==> src/rtl/rdma_dma_pkg.sv <==
// Shared types and field layout for the RDMA DMA scheduler.
// Queue entries carry {tag, len, addr} in their low bits.
package rdma_dma_pkg;

  localparam int ADDR_LSB = 0;
  localparam int LEN_LSB  = 64;
  localparam int TAG_LSB  = 80;
  localparam int ADDR_W   = 64;
  localparam int LEN_W    = 16;
  localparam int TAG_W    = 8;
  localparam int CMD_W    = TAG_LSB + TAG_W;

  localparam logic DIR_RD = 1'b0;
  localparam logic DIR_WR = 1'b1;

  typedef enum logic [1:0] {
    IDLE      = 2'd0,
    ISSUE     = 2'd1,
    WAIT_DONE = 2'd2
  } state_e;

  typedef struct packed {
    logic              dir;
    logic [TAG_W-1:0]  tag;
    logic [LEN_W-1:0]  len;
    logic [ADDR_W-1:0] addr;
  } dma_cmd_t;

  function automatic dma_cmd_t to_cmd(
    input logic             dir,
    input logic [CMD_W-1:0] e
  );
    dma_cmd_t c;
    c.dir  = dir;
    c.tag  = e[TAG_LSB +: TAG_W];
    c.len  = e[LEN_LSB +: LEN_W];
    c.addr = e[ADDR_LSB +: ADDR_W];
    return c;
  endfunction

endpackage

==> src/rtl/rdma_dma_sched_if.sv <==
// FIFO-side, DMA-command-side and status signals of the scheduler.
// master is the scheduler; slave is the surrounding environment.
interface rdma_dma_sched_if #(
  parameter int DW    = 116,
  parameter int CNT_W = 16
);
  import rdma_dma_pkg::*;

  logic              sqEmpty;
  logic [DW-1:0]     sqData;
  logic              sqPop;
  logic              rqEmpty;
  logic [DW-1:0]     rqData;
  logic              rqPop;
  logic              dmaReqValid;
  logic              dmaReqReady;
  logic              dmaReqDir;
  logic [ADDR_W-1:0] dmaReqAddr;
  logic [LEN_W-1:0]  dmaReqLen;
  logic [TAG_W-1:0]  dmaReqTag;
  logic              rdDmaDone;
  logic              wrDmaDone;
  logic              busy;
  logic              toErr;
  logic              toErrClr;
  logic [CNT_W-1:0]  rdDoneCnt;
  logic [CNT_W-1:0]  wrDoneCnt;

  modport master (
    input  sqEmpty, sqData, rqEmpty, rqData,
    input  dmaReqReady, rdDmaDone, wrDmaDone,
    input  toErrClr,
    output sqPop, rqPop, dmaReqValid, dmaReqDir,
    output dmaReqAddr, dmaReqLen, dmaReqTag,
    output busy, toErr, rdDoneCnt, wrDoneCnt
  );

  modport slave (
    output sqEmpty, sqData, rqEmpty, rqData,
    output dmaReqReady, rdDmaDone, wrDmaDone,
    output toErrClr,
    input  sqPop, rqPop, dmaReqValid, dmaReqDir,
    input  dmaReqAddr, dmaReqLen, dmaReqTag,
    input  busy, toErr, rdDoneCnt, wrDoneCnt
  );

endinterface

==> src/rtl/rdma_dma_sched_arb.sv <==
// Two-way round-robin arbiter; bit 0 is SQ, bit 1 is RQ.
// last=1 means RQ was served last, so SQ wins a tie.
module rr_arb2 (
  input  logic [1:0] req,
  input  logic       last,
  output logic [1:0] gnt
);

  always_comb begin
    gnt = 2'b00;
    unique case (1'b1)
      (req == 2'b11) &&  last: gnt = 2'b01;
      (req == 2'b11) && !last: gnt = 2'b10;
      (req == 2'b01):          gnt = 2'b01;
      (req == 2'b10):          gnt = 2'b10;
      default:                 gnt = 2'b00;
    endcase
  end

endmodule

==> src/rtl/rdma_dma_sched.sv <==
// Shares one DMA engine between the SQ (read) and RQ (write) queues.
// One command in flight; done/timeout tracking and completion counts.
module rdma_dma_sched
  import rdma_dma_pkg::*;
#(
  parameter int              DW       = 116,
  parameter int              TO_W     = 16,
  parameter logic [TO_W-1:0] TO_LIMIT = 16'hFFFF,
  parameter int              CNT_W    = 16
) (
  input logic               clock,
  input logic               reset,
  rdma_dma_sched_if.master  bus
);

  localparam logic [TO_W-1:0] TO_LAST = TO_LIMIT - TO_W'(1);
  localparam bit              TO_EN   = (TO_LIMIT != '0);

  state_e           state_q, state_d;
  logic             rr_last_q, rr_last_d;
  dma_cmd_t         cmd_q, cmd_d;
  logic [TO_W-1:0]  to_cnt_q, to_cnt_d;
  logic             to_err_q, to_err_d;
  logic [CNT_W-1:0] rd_cnt_q, rd_cnt_d;
  logic [CNT_W-1:0] wr_cnt_q, wr_cnt_d;

  logic [1:0] req;
  logic [1:0] gnt;
  logic       sq_pop;
  logic       rq_pop;
  logic       done;
  logic       to_hit;
  logic       unused_hi;

  // No grant while reset is held, so no pop can leak out.
  assign req = {~bus.rqEmpty, ~bus.sqEmpty} & {2{reset}};

  rr_arb2 u_arb (
    .req  (req),
    .last (rr_last_q),
    .gnt  (gnt)
  );

  assign done   = cmd_q.dir ? bus.wrDmaDone : bus.rdDmaDone;
  assign to_hit = TO_EN && (to_cnt_q == TO_LAST);

  assign unused_hi = ^{bus.sqData[DW-1:CMD_W],
                       bus.rqData[DW-1:CMD_W]};

  always_comb begin
    state_d   = state_q;
    rr_last_d = rr_last_q;
    cmd_d     = cmd_q;
    to_cnt_d  = to_cnt_q;
    to_err_d  = to_err_q & ~bus.toErrClr;
    rd_cnt_d  = rd_cnt_q;
    wr_cnt_d  = wr_cnt_q;
    sq_pop    = 1'b0;
    rq_pop    = 1'b0;
    unique case (state_q)
      IDLE: begin
        unique case (1'b1)
          gnt[0]: begin
            sq_pop  = 1'b1;
            cmd_d   = to_cmd(DIR_RD, bus.sqData[CMD_W-1:0]);
            state_d = ISSUE;
          end
          gnt[1]: begin
            rq_pop  = 1'b1;
            cmd_d   = to_cmd(DIR_WR, bus.rqData[CMD_W-1:0]);
            state_d = ISSUE;
          end
          default: ;
        endcase
      end
      ISSUE: begin
        if (bus.dmaReqReady) begin
          state_d   = WAIT_DONE;
          to_cnt_d  = '0;
          rr_last_d = cmd_q.dir;
        end
      end
      WAIT_DONE: begin
        // A done in the timeout cycle still counts as a completion.
        if (done) begin
          state_d = IDLE;
          if (cmd_q.dir == DIR_WR) begin
            wr_cnt_d = wr_cnt_q + CNT_W'(1);
          end else begin
            rd_cnt_d = rd_cnt_q + CNT_W'(1);
          end
        end else if (to_hit) begin
          state_d  = IDLE;
          to_err_d = 1'b1;
        end else begin
          to_cnt_d = to_cnt_q + TO_W'(1);
        end
      end
      default: state_d = IDLE;
    endcase
  end

  always_ff @(posedge clock or negedge reset) begin
    if (!reset) begin
      state_q   <= IDLE;
      rr_last_q <= 1'b1;
      cmd_q     <= '0;
      to_cnt_q  <= '0;
      to_err_q  <= 1'b0;
      rd_cnt_q  <= '0;
      wr_cnt_q  <= '0;
    end else begin
      state_q   <= state_d;
      rr_last_q <= rr_last_d;
      cmd_q     <= cmd_d;
      to_cnt_q  <= to_cnt_d;
      to_err_q  <= to_err_d;
      rd_cnt_q  <= rd_cnt_d;
      wr_cnt_q  <= wr_cnt_d;
    end
  end

  assign bus.sqPop       = sq_pop;
  assign bus.rqPop       = rq_pop;
  assign bus.dmaReqValid = (state_q == ISSUE);
  assign bus.dmaReqDir   = cmd_q.dir;
  assign bus.dmaReqAddr  = cmd_q.addr;
  assign bus.dmaReqLen   = cmd_q.len;
  assign bus.dmaReqTag   = cmd_q.tag;
  assign bus.busy        = (state_q != IDLE);
  assign bus.toErr       = to_err_q;
  assign bus.rdDoneCnt   = rd_cnt_q;
  assign bus.wrDoneCnt   = wr_cnt_q;

endmodule

==> src/flat_wrapper.sv <==
// flat-port wrapper written by rule: the top's interface ports become plain ports
module rdma_dma_sched_flat import rdma_dma_pkg::*;
#(
  parameter int              DW       = 116,
  parameter int              TO_W     = 16,
  parameter logic [TO_W-1:0] TO_LIMIT = 16'hFFFF,
  parameter int              CNT_W    = 16
)
  (clock, reset, bus_sqEmpty, bus_sqData, bus_rqEmpty, bus_rqData, bus_dmaReqReady, bus_rdDmaDone, bus_wrDmaDone, bus_toErrClr, bus_sqPop, bus_rqPop, bus_dmaReqValid, bus_dmaReqDir, bus_dmaReqAddr, bus_dmaReqLen, bus_dmaReqTag, bus_busy, bus_toErr, bus_rdDoneCnt, bus_wrDoneCnt);
  rdma_dma_sched_if #(.DW(DW), .CNT_W(CNT_W)) bus_i ();
  input logic clock;
  input logic reset;
  input wire logic [$bits(bus_i.sqEmpty)-1:0] bus_sqEmpty;
  input wire logic [$bits(bus_i.sqData)-1:0] bus_sqData;
  input wire logic [$bits(bus_i.rqEmpty)-1:0] bus_rqEmpty;
  input wire logic [$bits(bus_i.rqData)-1:0] bus_rqData;
  input wire logic [$bits(bus_i.dmaReqReady)-1:0] bus_dmaReqReady;
  input wire logic [$bits(bus_i.rdDmaDone)-1:0] bus_rdDmaDone;
  input wire logic [$bits(bus_i.wrDmaDone)-1:0] bus_wrDmaDone;
  input wire logic [$bits(bus_i.toErrClr)-1:0] bus_toErrClr;
  output wire logic [$bits(bus_i.sqPop)-1:0] bus_sqPop;
  output wire logic [$bits(bus_i.rqPop)-1:0] bus_rqPop;
  output wire logic [$bits(bus_i.dmaReqValid)-1:0] bus_dmaReqValid;
  output wire logic [$bits(bus_i.dmaReqDir)-1:0] bus_dmaReqDir;
  output wire logic [$bits(bus_i.dmaReqAddr)-1:0] bus_dmaReqAddr;
  output wire logic [$bits(bus_i.dmaReqLen)-1:0] bus_dmaReqLen;
  output wire logic [$bits(bus_i.dmaReqTag)-1:0] bus_dmaReqTag;
  output wire logic [$bits(bus_i.busy)-1:0] bus_busy;
  output wire logic [$bits(bus_i.toErr)-1:0] bus_toErr;
  output wire logic [$bits(bus_i.rdDoneCnt)-1:0] bus_rdDoneCnt;
  output wire logic [$bits(bus_i.wrDoneCnt)-1:0] bus_wrDoneCnt;
  assign bus_i.sqEmpty = bus_sqEmpty;
  assign bus_i.sqData = bus_sqData;
  assign bus_i.rqEmpty = bus_rqEmpty;
  assign bus_i.rqData = bus_rqData;
  assign bus_i.dmaReqReady = bus_dmaReqReady;
  assign bus_i.rdDmaDone = bus_rdDmaDone;
  assign bus_i.wrDmaDone = bus_wrDmaDone;
  assign bus_i.toErrClr = bus_toErrClr;
  assign bus_sqPop = bus_i.sqPop;
  assign bus_rqPop = bus_i.rqPop;
  assign bus_dmaReqValid = bus_i.dmaReqValid;
  assign bus_dmaReqDir = bus_i.dmaReqDir;
  assign bus_dmaReqAddr = bus_i.dmaReqAddr;
  assign bus_dmaReqLen = bus_i.dmaReqLen;
  assign bus_dmaReqTag = bus_i.dmaReqTag;
  assign bus_busy = bus_i.busy;
  assign bus_toErr = bus_i.toErr;
  assign bus_rdDoneCnt = bus_i.rdDoneCnt;
  assign bus_wrDoneCnt = bus_i.wrDoneCnt;
  rdma_dma_sched #(.DW(DW), .TO_W(TO_W), .TO_LIMIT(TO_LIMIT), .CNT_W(CNT_W)) u_core (.clock(clock), .reset(reset), .bus(bus_i));
endmodule
==> config.mk <==
export PLATFORM = sky130hd
export DESIGN_NAME = rdma_dma_sched_flat
export DESIGN_NICKNAME = d
export VERILOG_FILES = /design/src/rtl/rdma_dma_pkg.sv /design/src/rtl/rdma_dma_sched_if.sv /design/src/rtl/rdma_dma_sched_arb.sv /design/src/rtl/rdma_dma_sched.sv /design/src/flat_wrapper.sv
export SDC_FILE = /design/constraint.sdc
export NUM_CORES = 1
export LEC_CHECK = 0
export ABC_AREA = 1
export CAP_MARGIN = 20
export CORE_MARGIN = 5
export CORE_UTILIZATION = 36
export CTS_CLUSTER_SIZE = 12
export DETAILED_ROUTE_END_ITERATION = 7
export HOLD_SLACK_MARGIN = 0.05
export PLACE_DENSITY = 0.77
export SETUP_SLACK_MARGIN = 0.15
export SLEW_MARGIN = 40
export SYNTH_ARGS = -nofsm -noshare
export SYNTH_HDL_FRONTEND = slang
export SYNTH_HIERARCHICAL = 1
export SYNTH_SLANG_ARGS = --single-unit
==> constraint.sdc <==
create_clock -name clock -period 1.65 [get_ports clock]
set_input_delay 0.165 -clock clock [delete_from_list [all_inputs] [get_ports clock]]
set_output_delay 0.165 -clock clock [all_outputs]
set_load 0.05 [all_outputs]
==> metrics.yaml <==
period_needed_ns: 1.71
cts_buffers: 17
synthMuxAreaShare: 0
p_total_w: 0.0208
final_common_cell: "nand2_1"
critical_path.max_fanout: 2
critical_path_required_ns: 1.48
synth-edff-count: 0
routed_wl_um: 23700
cpPeakStageDelay_ns: 0.56
async_reset_ff_frac: 1.00
area_growth_pct: 66.9
grt_pass1_wl_um: 36100
synth_cells: 879
coreArea_mm2: 0.0188
placed_cells: 1419
rows: 50
synth.avg_cell_area_um2: 7.83
cp_cell_sequence: "nand3_2 > nand2_2 > inv_2 > nor2_4 > buf_6 > buf_12"
gp_congestion: 0.858
ant_nets: 0
critPathTopFamily: "flip-flops"
max_freq_mhz: 584
cp_num_buf_inv: 3
cts_num_sinks: 141
slowest_stage: "dfstp_2"
status: "finished, violations left"
synth_compound_area_frac: 0.109
insertedDiodeCount: 0
setup_viol: 15
die_h_um: 148
root_buffer: "clkbuf_16"
arrival_ns: 1.55
vias: 7237
slew_violations: 0
netlist_area_mm2: 0.00689
io_pins: 366
drive_gt1_frac: 0.270
vdd_ir_drop_max_uv: 1100
relSlewSlack: 0.534
fp.dieW_um: 148
hpwl_um: 17000
fin_ws_ns: -0.0630
antenna_found_initial: 1
cts_tree: "built"
final_cells: 1474
endpoint_kind: "output port"
avgViaCountPerCell: 4.91
clk_pin_slew_worst_paths_ns: 0.07
p_leak_nw: 5.13
ys_seq_area_frac: 0.513
synth_xor_area_frac: 0.0280
setup_tns_ns: -0.295
start_util: 0.367
grt_max_degree: 74
grt_pass1_vias: 7162
synth_adder_area_share: 0.00727
min_period_over_period: 1.04
track_usage: 0.205
rsz0062_at_grt: "true"
hold_violations: 0
cts.htree.levels: 4
startpoint_type: "flop"
mostFrequentLayoutCells: "nand2_1 (271), clkdlybuf4s50_1 (182), buf_4 (158), dfrtp_1 (126), nor2_1 (101)"
dr.pass1.iters: 4
clock-skew-final_ns: 0.00844
drt-initial-drc-count: 356
yosysWarnings: 6
synth_cell_type_count: 31
io_buffers: 309
ys_seq_elements: 141
fin_util: 0.612
synth_top_family_by_area: "simple AND/OR/NAND/NOR gates"
layout.nets: 1471
hp-class: "input pin to flop"
max_slew.worst_pin.slew_ns: 0.699
ys.flop_type: "dfrtp_1"
violations: "setup timing"
holdWs_ns: 0.303
die_area_mm2: 0.0220
worstSkewPairLatency_ns: 0.41
crit_type: "flop to output port"
cts_buffer_depth: 2
power.density_mw_per_mm2: 1810
wire_per_inst_um: 16.0
synth_nets: 1123
drv_cap: 0
drc: 0
synth_simple_gate_area_frac: 0.282
grt_overflow: 0
-- cells by family (layout without fill, tap and decap cells) --
group	count (synthesis)	after routing
compound gates	125	125
xor+xnor	22	22
fa+ha+maj	4	4
buf+inv	100	460
flops	141	141
simple gates	487	488
-- repair_timing --
item,CTS,global route
pin swaps,4,19
hold buffers,1,0
endpoints found under the setup margin,112,125
endpoints found under the hold margin,140,0
buffers inserted,6,13
gates cloned,0,3
gates resized for setup,19,114
-- metal layers --
metal,vias to the layer above,share of wire,GRT usage
met5,-,0.00085,0
met4,2,0.025,0.0693
met3,44,0.080,0.0728
met2,283,0.50,0.348
met1,3375,0.39,0.243
li1,3533,-,-
-- metrics by stage --
| step | worst slack, ns | cell area, um2 |
|---|---|---|
| after floorplan | -0.0273 | 6970 |
| after global placement | -0.297 | 10300 |
| after detailed placement | -0.323 | 10300 |
| after CTS | -0.0974 | 11000 |
| after global routing | -0.145 | 11500 |
| final | -0.0630 | 11500 |
-- registers in the layout, summed over array words and instances, names as in the netlist --
| name | cells |
|---|---|
| u_core/bus.wrDoneCnt | 16 |
| u_core/bus.dmaReqLen | 16 |
| u_core/state_q | 2 |
| u_core/bus.dmaReqTag | 8 |
| u_core/bus.toErr | 1 |
| u_core/rr_last_q | 1 |
| u_core/to_cnt_q | 16 |
| u_core/bus.rdDoneCnt | 16 |
| u_core/bus.dmaReqAddr | 64 |
| u_core/bus.dmaReqDir | 1 |
-- path summary, 6_finish.rpt --
path,from,endpoint,slack (ns),depth (start not counted)
min in group asynchronous,reset,u_core/bus.dmaReqDir,0.47,4
worst min-delay path,bus_sqData[16],u_core/bus.dmaReqAddr[16],0.30,3
max in group asynchronous,reset,u_core/bus.wrDoneCnt[9],0.63,4
worst min register to register,u_core/bus.wrDoneCnt[5],u_core/bus.wrDoneCnt[5],0.50,1
worst max-delay path,u_core/rr_last_q,bus_sqPop,-0.06,6
worst max register to register,u_core/rr_last_q,u_core/bus.dmaReqTag[4],-0.04,9
-- tightest hold or removal path, stage by stage --
cell             delay, ns
clkdlybuf4s50_1       0.39
nand2_1               0.06
a31oi_1               0.07
-- layout make-up --
type	instances	area, um2
Clock inverter	13	139
Fill cell	1536	7270
Clock buffer	19	443
Inverter	59	234
Multi-Input combinational cell	639	3350
Timing Repair Buffer	369	3490
Sequential cell	141	3550
Tap cell	234	293
-- cells in the mapped netlist, types with 6 or more instances --
| library cell | count | area [um2] |
|---|---|---|
| nor2_2 | 6 | 37.5 |
| nand2_1 | 295 | 1110 |
| nor3_1 | 11 | 55.1 |
| xor2_1 | 16 | 140 |
| o21ai_0 | 26 | 130 |
| a31oi_1 | 88 | 551 |
| nor2_1 | 138 | 518 |
| nand3_1 | 22 | 110 |
| xnor2_1 | 6 | 52.6 |
| inv_1 | 55 | 206 |
| clkbuf_1 | 16 | 60.1 |
| buf_2 | 22 | 110 |
| dfrtp_1 | 140 | 3500 |
-- power breakdown --
part	internal, W	switching [W]	total (W)	leakage, nW
sequential	0.00477	0.000961	0.00573	1.63
clock	0.00227	0.00156	0.00383	0.272
combinational	0.00384	0.00742	0.0113	3.22
total	0.0109	0.00995	0.0208	5.13
Power figures use the tool's default switching activity.
